## config.mk

```make
export PLATFORM = sky130hd
export DESIGN_NAME = mmu_job_arbiter
export DESIGN_NICKNAME = d
export VERILOG_FILES = /design/src/rtl/mmu_job_arbiter.sv
export SDC_FILE = /design/constraint.sdc
export NUM_CORES = 1
export LEC_CHECK = 0
export ABC_AREA = 1
export ABC_CLOCK_PERIOD_IN_PS = 1650
export CORE_MARGIN = 2
export CORE_UTILIZATION = 51
export CTS_BUF_LIST = sky130_fd_sc_hd__clkbuf_8
export DETAILED_ROUTE_END_ITERATION = 6
export GPL_ROUTABILITY_DRIVEN = 0
export PLACE_DENSITY_LB_ADDON = 0.1
export SLEW_MARGIN = 5
export SYNTH_ARGS = -nofsm -noshare
export SYNTH_HDL_FRONTEND = slang
export SYNTH_SLANG_ARGS = --single-unit
```

## constraint.sdc

```tcl
create_clock -name clk -period 1.65 [get_ports clk]
set_clock_uncertainty 0.05 [all_clocks]
set_input_delay 0.2475 -clock clk [delete_from_list [all_inputs] [get_ports clk]]
set_output_delay 0.2475 -clock clk [all_outputs]
set_load 0.005 [all_outputs]
```

## src/rtl/mmu_job_arbiter.sv

```systemverilog
// Round-robin arbiter that gives two job requesters turns on one 2x2 systolic array.
// For each granted job it clears the array, runs the feeder under a watchdog and returns a response.
module mmu_job_arbiter #(
  parameter int CYC_W   = 3,
  parameter int TIMEOUT = 15
) (
  input  logic               clk,
  input  logic               rst,
  input  logic [1:0]         req_valid,
  input  logic [2*CYC_W-1:0] req_cycles,
  output logic [1:0]         req_ready,
  output logic [1:0]         rsp_valid,
  input  logic [1:0]         rsp_ready,
  output logic               rsp_error,
  output logic               mmu_clear,
  output logic               mmu_en,
  output logic [CYC_W-1:0]   mmu_cycle,
  input  logic               mmu_done,
  output logic               busy,
  output logic               owner
);

  typedef enum logic [1:0] {
    IDLE  = 2'd0,
    CLEAR = 2'd1,
    RUN   = 2'd2,
    RESP  = 2'd3
  } state_e;

  localparam logic [7:0] WDOG_LAST = 8'(TIMEOUT - 1);

  state_e           state_q, state_d;
  logic             owner_q, owner_d;
  logic             last_grant_q, last_grant_d;
  logic             err_q, err_d;
  logic [CYC_W-1:0] cyc_q, cyc_d;
  logic [7:0]       wdog_q, wdog_d;

  logic             grant;
  logic [CYC_W-1:0] grant_cyc;

  // A single valid requester wins outright; a tie goes to whoever was not served last.
  assign grant     = (&req_valid) ? ~last_grant_q : req_valid[1];
  assign grant_cyc = grant ? req_cycles[CYC_W +: CYC_W] : req_cycles[0 +: CYC_W];

  // NOTE: every always_comb output gets a default before the case so no path can infer a latch.
  always_comb begin
    state_d      = state_q;
    owner_d      = owner_q;
    last_grant_d = last_grant_q;
    err_d        = err_q;
    cyc_d        = cyc_q;
    wdog_d       = wdog_q;
    unique case (state_q)
      IDLE: begin
        if (|req_valid) begin
          owner_d = grant;
          cyc_d   = grant_cyc;
          if (grant_cyc == '0) begin
            err_d   = 1'b1;
            state_d = RESP;
          end else begin
            err_d   = 1'b0;
            state_d = CLEAR;
          end
        end
      end
      CLEAR: begin
        wdog_d  = '0;
        state_d = RUN;
      end
      RUN: begin
        wdog_d = wdog_q + 8'd1;
        if (mmu_done) begin
          err_d   = 1'b0;
          state_d = RESP;
        end else if (wdog_q == WDOG_LAST) begin
          err_d   = 1'b1;
          state_d = RESP;
        end
      end
      RESP: begin
        if (rsp_ready[owner_q]) begin
          last_grant_d = owner_q;
          state_d      = IDLE;
        end
      end
      default: state_d = IDLE;
    endcase
  end

  // NOTE: state registers use non-blocking assignments so every flop samples pre-edge values.
  always_ff @(posedge clk or posedge rst) begin
    if (rst) begin
      state_q      <= IDLE;
      owner_q      <= 1'b0;
      last_grant_q <= 1'b1;
      err_q        <= 1'b0;
      cyc_q        <= '0;
      wdog_q       <= '0;
    end else begin
      state_q      <= state_d;
      owner_q      <= owner_d;
      last_grant_q <= last_grant_d;
      err_q        <= err_d;
      cyc_q        <= cyc_d;
      wdog_q       <= wdog_d;
    end
  end

  // req_ready is the only output that depends on inputs; it is forced low while reset is held.
  always_comb begin
    req_ready = 2'b00;
    if (state_q == IDLE && (|req_valid) && !rst) begin
      req_ready = grant ? 2'b10 : 2'b01;
    end
  end

  assign rsp_valid = (state_q == RESP) ? (owner_q ? 2'b10 : 2'b01) : 2'b00;
  assign rsp_error = (state_q == RESP) & err_q;
  assign mmu_clear = (state_q == CLEAR);
  assign mmu_en    = (state_q == RUN);
  assign mmu_cycle = mmu_en ? cyc_q : '0;
  assign busy      = (state_q != IDLE);
  assign owner     = owner_q;

endmodule

```

==> results.md, run 1 <==
* First-pass iteration count of the detailed router at 4
* Post-DR wirelength/cell at 15.13 microns
* Final cell count without fillers at 209
* Register area share after synthesis at 38.72%
* Post-Route M1 WL at 1222 microns
* WL met2 at 1624 microns
* CP arrival at 1.33 ns
* Place WS at -0.3151 ns
* Layout area overhead at 50.06%
* Number of synthesized register bits at 16
* H-tree depth at 1
* Worst reg2reg path depth at 12
* Max-slew violation count at 0
* Diodes inserted at 0
* GRT Util Overall at 26.26%
* Core Region at 1942 sq um
* Yosys warning count at 0
* Die Y at 49.10 microns
* Area of the multi-input gates at 626.9 sq um
* Placed Instances at 199
* Worst-Margin Slew at 0.2811 ns
* FP Rows at 16
* Ports at 25
* WP data required at 1.35 ns
* Final setup fails at 0
* RSZ-0062 raised after global routing: true
* Fin nets at 203
* Design Area, Final at 1556 sq um
* Worst-skew pair later-pin latency at 0.25 ns
* Reg area at 401.6 sq um
* Nature of the critical path endpoint: output port
* Total of max-cap violations at 0
* Setup ws final at 0.02146 ns
* Clock-pin slew on the worst setup and hold paths at 0.07 ns
* Top layer in use: met4
* DR vias/cell at 5.407
* Root buffer cell: clkbuf_8
* GRT overflow at 0
* Synthesized instance count at 138
* Initial Utilization at 53.41%
* Layout cells sized above 1 at 32.42%
* Minimum clock period at 1.629 ns
* Via Count at 1130
* CTS Buf Count at 3
* Mean area per synthesized cell at 7.516 sq um
* Bufs on Longest Clock Path at 2
* Peak supply drop at 1.345 mV
* Drt total wl at 3162 microns
* Pin count of the biggest net entering global routing at 17
* Netlist cell types at 24
* Netlist Area Pre-Place at 1037 sq um
* Final core occ at 80.15%
* Final HPWL DP at 2050 microns
* Fin. Hold Viols at 0
* First-pass GRT wire length at 4885 microns
* Net count after synthesis at 158
* Slew HR at 81.11%
* Iter 0 DRT Violations at 32
* Fin crit share at 98.70%
* Critical path fanouts, max at 4
* Crit Path Class: reg -> out
* Status: completed
* Vias in the first global route at 1098
* Leakage power at 0.0007719 uW
* Sum Neg Setup Slack at 0 ns
* Drt drc at 0
* Initial antenna violation count at 0
* Die Width at 49.10 microns
* Pwr/cell area at 1662 nW/um^2
* Met3 WL at 243 microns
* Critical path startpoint category: flop
* Area post-placement at 1383 sq um
* Clock sinks at 16
* Maximum clock rate at 0.6140 GHz
* Die Footprint at 2410 sq um
* CTS tree: yes
* Post-route ant nets at 0
* IO buf count at 24
* Fillers at 139
* HP Class: in -> async
-- synthesized netlist by cell type (all sizes together) --
library cell	n	area (sq um)
nor3	5	25.02
nand2	38	152.6
nor2	13	48.80
o21ai	14	88.84
dfrtp	15	375.4
o21a	1	7.510
buf	2	18.77
dfstp	1	26.28
xor2	1	8.760
inv	22	82.58
and3	1	6.260
nand4	2	12.51
a21oi	4	20.02
o22ai	1	6.260
nand3	7	35.03
ha	7	87.58
nand3b	1	7.510
nor3b	3	27.52
-- through the flow --
stage / power (uW) / hold WS (ns)
final: 2587 / 0.3615
after CTS: 2379 / 0.3463
after detailed placement: 1861 / 0.4239
after global routing: 2749 / 0.4012
after floorplan: 1304 / 0.1105
after global placement: 1794 / 0.4190
-- layout by cell type, fill, tap and decap left out, types with 5 or more instances in the layout --
cell              n
buf_4            13
buf_6             5
clkdlybuf4s50_1  12
dfrtp_1          15
inv_1            18
nand2_1          30
nand2_2           8
nand3_1           7
nor2_1           10
o21ai_0           8
-- what timing repair did --
action / CTS / global route
hold buffers: 0 / 0
cloned: 0 / 0
gates resized for setup: 46 / 21
setup buffers: 4 / 2
pin swaps: 2 / 5
endpoints found under the setup margin: 12 / 14
-- flip-flops by register name, summed over array words and instances, names as in the netlist --
signal,flops
state_q,2
wdog_q,8
owner,1
last_grant_q,1
cyc_q,3
err_q,1
-- critical path: stages, from the launching register on --
cell and delay, ns:
dfrtp_1 0.38, buf_4 0.13, buf_6 0.10, ha_4 0.16, inv_4 0.04, nor2_1 0.12
clkbuf_2 0.14
-- layer usage --
| layer | global-route usage, % | vias to the layer above |
|---|---|---|
| li1 | - | 526 |
| met1 | 30.34 | 536 |
| met2 | 47.52 | 58 |
| met3 | 9.509 | 10 |
| met4 | 2.857 | 0 |
| met5 | 0 | - |
-- report_power, final --
group          switching (uW)  total [uW]  internal, uW
registers                 117         643           526
logic                     835        1580           749
clock network             147         360           212
-- final cells by class --
type,count,share of cell area [%]
Inverter,22,5.627
Clock buffer,4,3.537
Sequential cell,16,25.80
Tap cell,27,2.170
Multi-Input combinational cell,98,40.27
Timing Repair Buffer,42,22.59
-- cell families (layout without fill, tap and decap cells) --
logic type	Yosys count	count (layout)	share of synthesized area, %
AND/OR/NAND/NOR	70	70	30.40
XOR/XNOR	1	1	0.8445
flip-flops	16	16	38.72
adder cells (fa/ha/maj)	7	7	8.444
buffers and inverters	24	68	9.771
AO/OA/AOI/OAI	20	20	11.82
-- worst paths after layout --
check	from	slack, ns	endpoint
worst max-delay path	state_q[0]	0.02	rsp_valid[0]
worst min-delay path	rst	0.36	owner
worst max register to register	state_q[0]	0.02	state_q[1]
worst min register to register	cyc_q[1]	0.46	cyc_q[1]
max in group asynchronous	rst	0.94	last_grant_q
min in group clk	cyc_q[1]	0.46	cyc_q[1]
(Power assumes the default switching activity.)
==> run 2, diff against run 1 <==
--- a/config.mk
+++ b/config.mk
@@ -8,7 +8,7 @@
 export ABC_AREA = 1
 export ABC_CLOCK_PERIOD_IN_PS = 1650
 export CORE_MARGIN = 2
-export CORE_UTILIZATION = 51
+export CORE_UTILIZATION = 45
 export CTS_BUF_LIST = sky130_fd_sc_hd__clkbuf_8
 export DETAILED_ROUTE_END_ITERATION = 6
 export GPL_ROUTABILITY_DRIVEN = 0
==> results.md, run 2 (synthesis gave the netlist of run 1 again) <==
* Status: completed
* GRT Util Overall at 21.80%
* Minimum clock period at 1.633 ns
* Largest register FFs at 8
* Biggest regs: wdog_q: 8 flops, cyc_q: 3 flops, state_q: 2 flops
* Worst-Margin Slew at 0.2593 ns
* HP Class: in -> async
* Worst path cell trace: inv_2 -> buf_6 -> ha_4 -> o21ai_4 -> nor3b_2 -> buf_2
* Drt drc at 0
* Pin count of the biggest net entering global routing at 17
* CTS tree: yes
* Worst path max stage delay at 0.39 ns
* Die Width at 52.01 microns
* Area post-placement at 1384 sq um
* Final setup fails at 0
* DR vias/cell at 5.052
* Bufs on Longest Clock Path at 2
* Fin crit share at 98.94%
* Worst-skew pair later-pin latency at 0.25 ns
* First-pass GRT wire length at 4319 microns
* Diodes inserted at 0
* Layout cells sized above 1 at 28.57%
* Max-slew violation count at 0
* Via Count at 1061
* Post-route ant nets at 0
* Die Y at 52.01 microns
* Clock-pin slew on the worst setup and hold paths at 0.07 ns
* Peak supply drop at 1.049 mV
* Maximum clock rate at 0.6126 GHz
* Pwr/cell area at 1591 nW/um^2
* Slew HR at 82.65%
* Initial antenna violation count at 0
* Critical path startpoint category: flop
* Most frequent cells in the layout: 31 x nand2_1, 18 x inv_1, 15 x dfrtp_1, 15 x buf_4
* Fin. Hold Viols at 0
* Fin nets at 203
* Nature of the critical path endpoint: output port
* Drt total wl at 2583 microns
* Ports at 25
* Vias in the first global route at 1013
* Post-DR wirelength/cell at 12.30 microns
* Total of max-cap violations at 0
* CP arrival at 1.34 ns
* Die Footprint at 2705 sq um
* Leakage power at 0.0007825 uW
* Layout area overhead at 48.13%
* Root buffer cell: clkbuf_8
* First-pass iteration count of the detailed router at 4
* Top reg by flops: wdog_q
* Iter 0 DRT Violations at 22
* Final HPWL DP at 1830 microns
* CP delay by family, top: flip-flops
* FP Rows at 17
* Worst hold slack at 0.3509 ns
* Crit Path Class: reg -> out
* Most common cell after layout, fill and taps aside: nand2_1
* CTS Buf Count at 3
* RSZ-0062 raised after global routing: true
* Core Region at 2191 sq um
* Critical path fanouts, max at 3
* Clock sinks at 16
* GRT overflow at 0
* H-tree depth at 1
* IO buf count at 24
* Design Area, Final at 1536 sq um
* WP data required at 1.35 ns
* Initial Utilization at 47.34%
* Max stage delay cell, worst path: dfrtp_1
* Bufs and invs on worst path at 3
run 2: cell count changes in the layout (fill, tap and decap cells not counted), sizes merged:
cell	change
clkdlybuf4s50	-1
dlygate4sd2	+6
clkbuf	-3
clkdlybuf4s15	-2
run 2: metrics by stage:
| step | cells | total power (uW) | worst slack [ns] | utilization (%) | setup TNS (ns) |
|---|---|---|---|---|---|
| finish | 210 | 2445 | 0.01750 | 70.13 | 0 |
| global placement | 200 | 1805 | -0.3117 | 63.16 | -0.7128 |
| detailed placement | 200 | 1838 | -0.3628 | 63.16 | -0.9840 |
| CTS | 209 | 2366 | -0.05956 | 68.76 | -0.1145 |
| global route | 210 | 2632 | -0.06698 | 70.13 | -0.1357 |
| floorplan | 138 | 1304 | 0.1406 | - | 0 |
run 2: layer usage:
| metal | track usage (%) | wire length (microns) |
|---|---|---|
| met3 | 5.460 | 120 |
| met2 | 38.82 | 1320 |
| met1 | 26.00 | 1121 |
| met5 | 0 | 0 |
| met4 | 5.263 | 21 |
run 2: repair_timing:
item	CTS	global route
endpoints found under the setup margin	11	10
cloned	0	0
pin swaps	2	4
gates resized for setup	37	14
setup buffers	5	1
hold buffers	0	0
hold endpoints to repair	0	0
run 2: path summary, 6_finish.rpt:
path,from,to,slack (ns),cells past startpoint
worst max-delay path,state_q[0],req_ready[0],0.02,6
worst min-delay path,rst,cyc_q[1],0.35,3
worst max register to register,state_q[1],state_q[1],0.07,11
worst min register to register,cyc_q[2],cyc_q[2],0.46,2
max in group asynchronous,rst,last_grant_q,0.94,3
min in group clk,cyc_q[2],cyc_q[2],0.46,2
run 2: layout make-up:
cell class | instances | area, sq um
clock buffers | 4 | 55.05
fillers | 183 | 654.4
inverters | 22 | 85.08
multi-input cells | 98 | 608.1
flip-flops and latches | 16 | 401.6
well taps | 28 | 35.03
repair buffers | 42 | 351.6
run 2: worst reg2reg max path, stage by stage (launching register included):
cell and delay (ns):
dfrtp_1 0.40, buf_6 0.14, ha_4 0.18, buf_4 0.14, buf_6 0.12, inv_4 0.06, nor2_1 0.05, o21ai_2 0.08
nand2_2 0.10, nor2_1 0.09, nand2_1 0.05, nand2_1 0.05
run 2: where the power goes:
| group | internal (uW) | switching, uW |
|---|---|---|
| Sequential | 526 | 104 |
| Clock | 212 | 140 |
| Combinational | 720 | 743 |
| Total | 1460 | 987 |
==> run 3, diff against run 2 <==
--- a/config.mk
+++ b/config.mk
@@ -6,9 +6,11 @@
 export NUM_CORES = 1
 export LEC_CHECK = 0
 export ABC_AREA = 1
-export ABC_CLOCK_PERIOD_IN_PS = 1650
+export ABC_CLOCK_PERIOD_IN_PS = 1400
+export CELL_PAD_IN_SITES_DETAIL_PLACEMENT = 1
+export CELL_PAD_IN_SITES_GLOBAL_PLACEMENT = 2
 export CORE_MARGIN = 2
-export CORE_UTILIZATION = 45
+export CORE_UTILIZATION = 25
 export CTS_BUF_LIST = sky130_fd_sc_hd__clkbuf_8
 export DETAILED_ROUTE_END_ITERATION = 6
 export GPL_ROUTABILITY_DRIVEN = 0
==> constraint.sdc (replaced) <==
create_clock -name clk -period 1.4 [get_ports clk]
set_clock_uncertainty 0.05 [all_clocks]
set_input_delay 0.21 -clock clk [delete_from_list [all_inputs] [get_ports clk]]
set_output_delay 0.21 -clock clk [all_outputs]
set_load 0.005 [all_outputs]
==> results.md, run 3 (synthesis gave the netlist of run 1 again) <==
* Drt total wl at 3944 microns
* DR vias/cell at 4.467
* Failing checks: negative setup slack
* Clock sinks at 16
* First-pass GRT wire length at 5913 microns
* Die Footprint at 4680 sq um
* CP arrival at 1.43 ns
* IO buf count at 24
* Fillers at 470
* Area post-placement at 1514 sq um
* Worst hold slack at 0.2497 ns
* GRT overflow at 0
* # hold bufs at CTS at 0
* GRT Util Overall at 17.08%
* Top reg by flops: wdog_q
* Total of max-cap violations at 0
* Drt drc at 0
* Layout cells sized above 1 at 54.55%
* Largest register FFs at 8
* HP Class: in -> async
* Final HPWL DP at 2422 microns
* Crit Path Class: reg -> out
* Worst-Margin Slew at 0.3577 ns
* Nature of the critical path endpoint: output port
* CTS Buf Count at 3
* Fin crit share at 120.5%
* First-pass iteration count of the detailed router at 3
* Minimum clock period at 1.687 ns
* Initial antenna violation count at 0
* Leakage power at 0.0009929 uW
* Slew HR at 76.07%
* Status: finished, violations left
* H-tree depth at 1
* Max-slew violation count at 0
* Core Region at 4000 sq um
* Clock-pin slew on the worst setup and hold paths at 0.07 ns
* Fin. Hold Viols at 0
* Fin nets at 230
* Vias in the first global route at 1229
* Most common cell after layout, fill and taps aside: buf_6
* Worst-skew pair later-pin latency at 0.25 ns
* Pwr/cell area at 2255 nW/um^2
* Most frequent cells in the layout: 27 x buf_6, 22 x nand2_1, 20 x buf_4
* Diodes inserted at 0
* CTS tree: yes
* RSZ-0062 raised after global routing: true
* Placed Instances at 234
* Critical path startpoint category: flop
* Setup ws final at -0.2871 ns
* Layout area overhead at 96.02%
* Post-DR wirelength/cell at 15.23 microns
* Pin count of the biggest net entering global routing at 13
* FP Rows at 23
* Die Width at 68.41 microns
* Peak supply drop at 1.248 mV
* Root buffer cell: clkbuf_8
* Iter 0 DRT Violations at 29
* WP data required at 1.14 ns
* Biggest regs: wdog_q: 8 flops, cyc_q: 3 flops, state_q: 2 flops
* Maximum clock rate at 0.5927 GHz
* Ports at 25
* Critical path fanouts, max at 3
* Final core occ at 50.83%
* Bufs on Longest Clock Path at 2
* Via Count at 1157
* Final cell count without fillers at 259
* Initial Utilization at 25.93%
* Die Y at 68.41 microns
* Design Area, Final at 2033 sq um
* Post-route ant nets at 0
* Final setup fails at 22
-- run 3: cell types whose count changed in the layout (fill, tap and decap cells not counted), sizes merged --
cell / previous run / this run
buf: 22 / 56
dlygate4sd2: 8 / 0
clkbuf: 5 / 4
clkdlybuf4s50: 11 / 12
dlymetal6s2s: 0 / 1
-- run 3: repair_timing --
| action | 4_1_cts | 5_1_grt |
|---|---|---|
| setup endpoints to repair | 20 | 24 |
| gates resized for setup | 100 | 44 |
| endpoints found under the hold margin | 0 | 0 |
| buffers inserted | 17 | 10 |
| pin swaps | 19 | 17 |
-- run 3: area by class of cell --
| class | count | area [sq um] | area share, % |
|---|---|---|---|
| sequential | 16 | 401.6 | 19.75 |
| multi-input combinational | 98 | 757.0 | 37.23 |
| inverter | 22 | 95.09 | 4.677 |
| timing repair buffer | 69 | 661.9 | 32.55 |
| tap | 50 | 62.56 | 3.077 |
| clock buffer | 4 | 55.05 | 2.708 |
-- run 3: metrics by stage --
step | TNS (ns) | setup WS, ns | power [uW]
after global routing | -4.375 | -0.3383 | 4897
after global placement | -3.737 | -0.5033 | 2416
final | -2.862 | -0.2871 | 4584
after detailed placement | -4.411 | -0.5460 | 2458
after floorplan | -0.05330 | -0.01879 | 1575
after CTS | -2.384 | -0.2294 | 3871
-- run 3: worst paths after layout --
path / from / endpoint / slack [ns] / cells past startpoint
setup / recovery: state_q[0] / req_ready[0] / -0.29 / 6
hold / removal: rst / state_q[1] / 0.25 / 2
setup reg to reg: state_q[0] / err_q / -0.18 / 9
hold reg to reg: last_grant_q / last_grant_q / 0.45 / 2
max in group asynchronous: rst / wdog_q[7] / 0.60 / 3
min in group clk: last_grant_q / last_grant_q / 0.45 / 2
-- run 3: worst max-delay path: stages (launching register included) --
cell     delay [ns]
dfrtp_1        0.40
inv_2          0.13
buf_12         0.11
ha_4           0.14
o21ai_4        0.07
nor3b_2        0.17
buf_2          0.15
-- run 3: where the power goes --
group | switching (uW) | leakage, uW | internal (uW)
Clock | 183 | 0.0000288 | 250
Combinational | 1520 | 0.000758 | 1880
Sequential | 126 | 0.000206 | 620
-- run 3: routing by layer --
metal  share of wire [%]  track usage, %  up-vias
met3                 1.5           1.974        2
met5                   0               0        -
met1                  46           22.53      564
li1                    -               -      582
met2                  52           30.05        9
met4                0.46           3.000        0
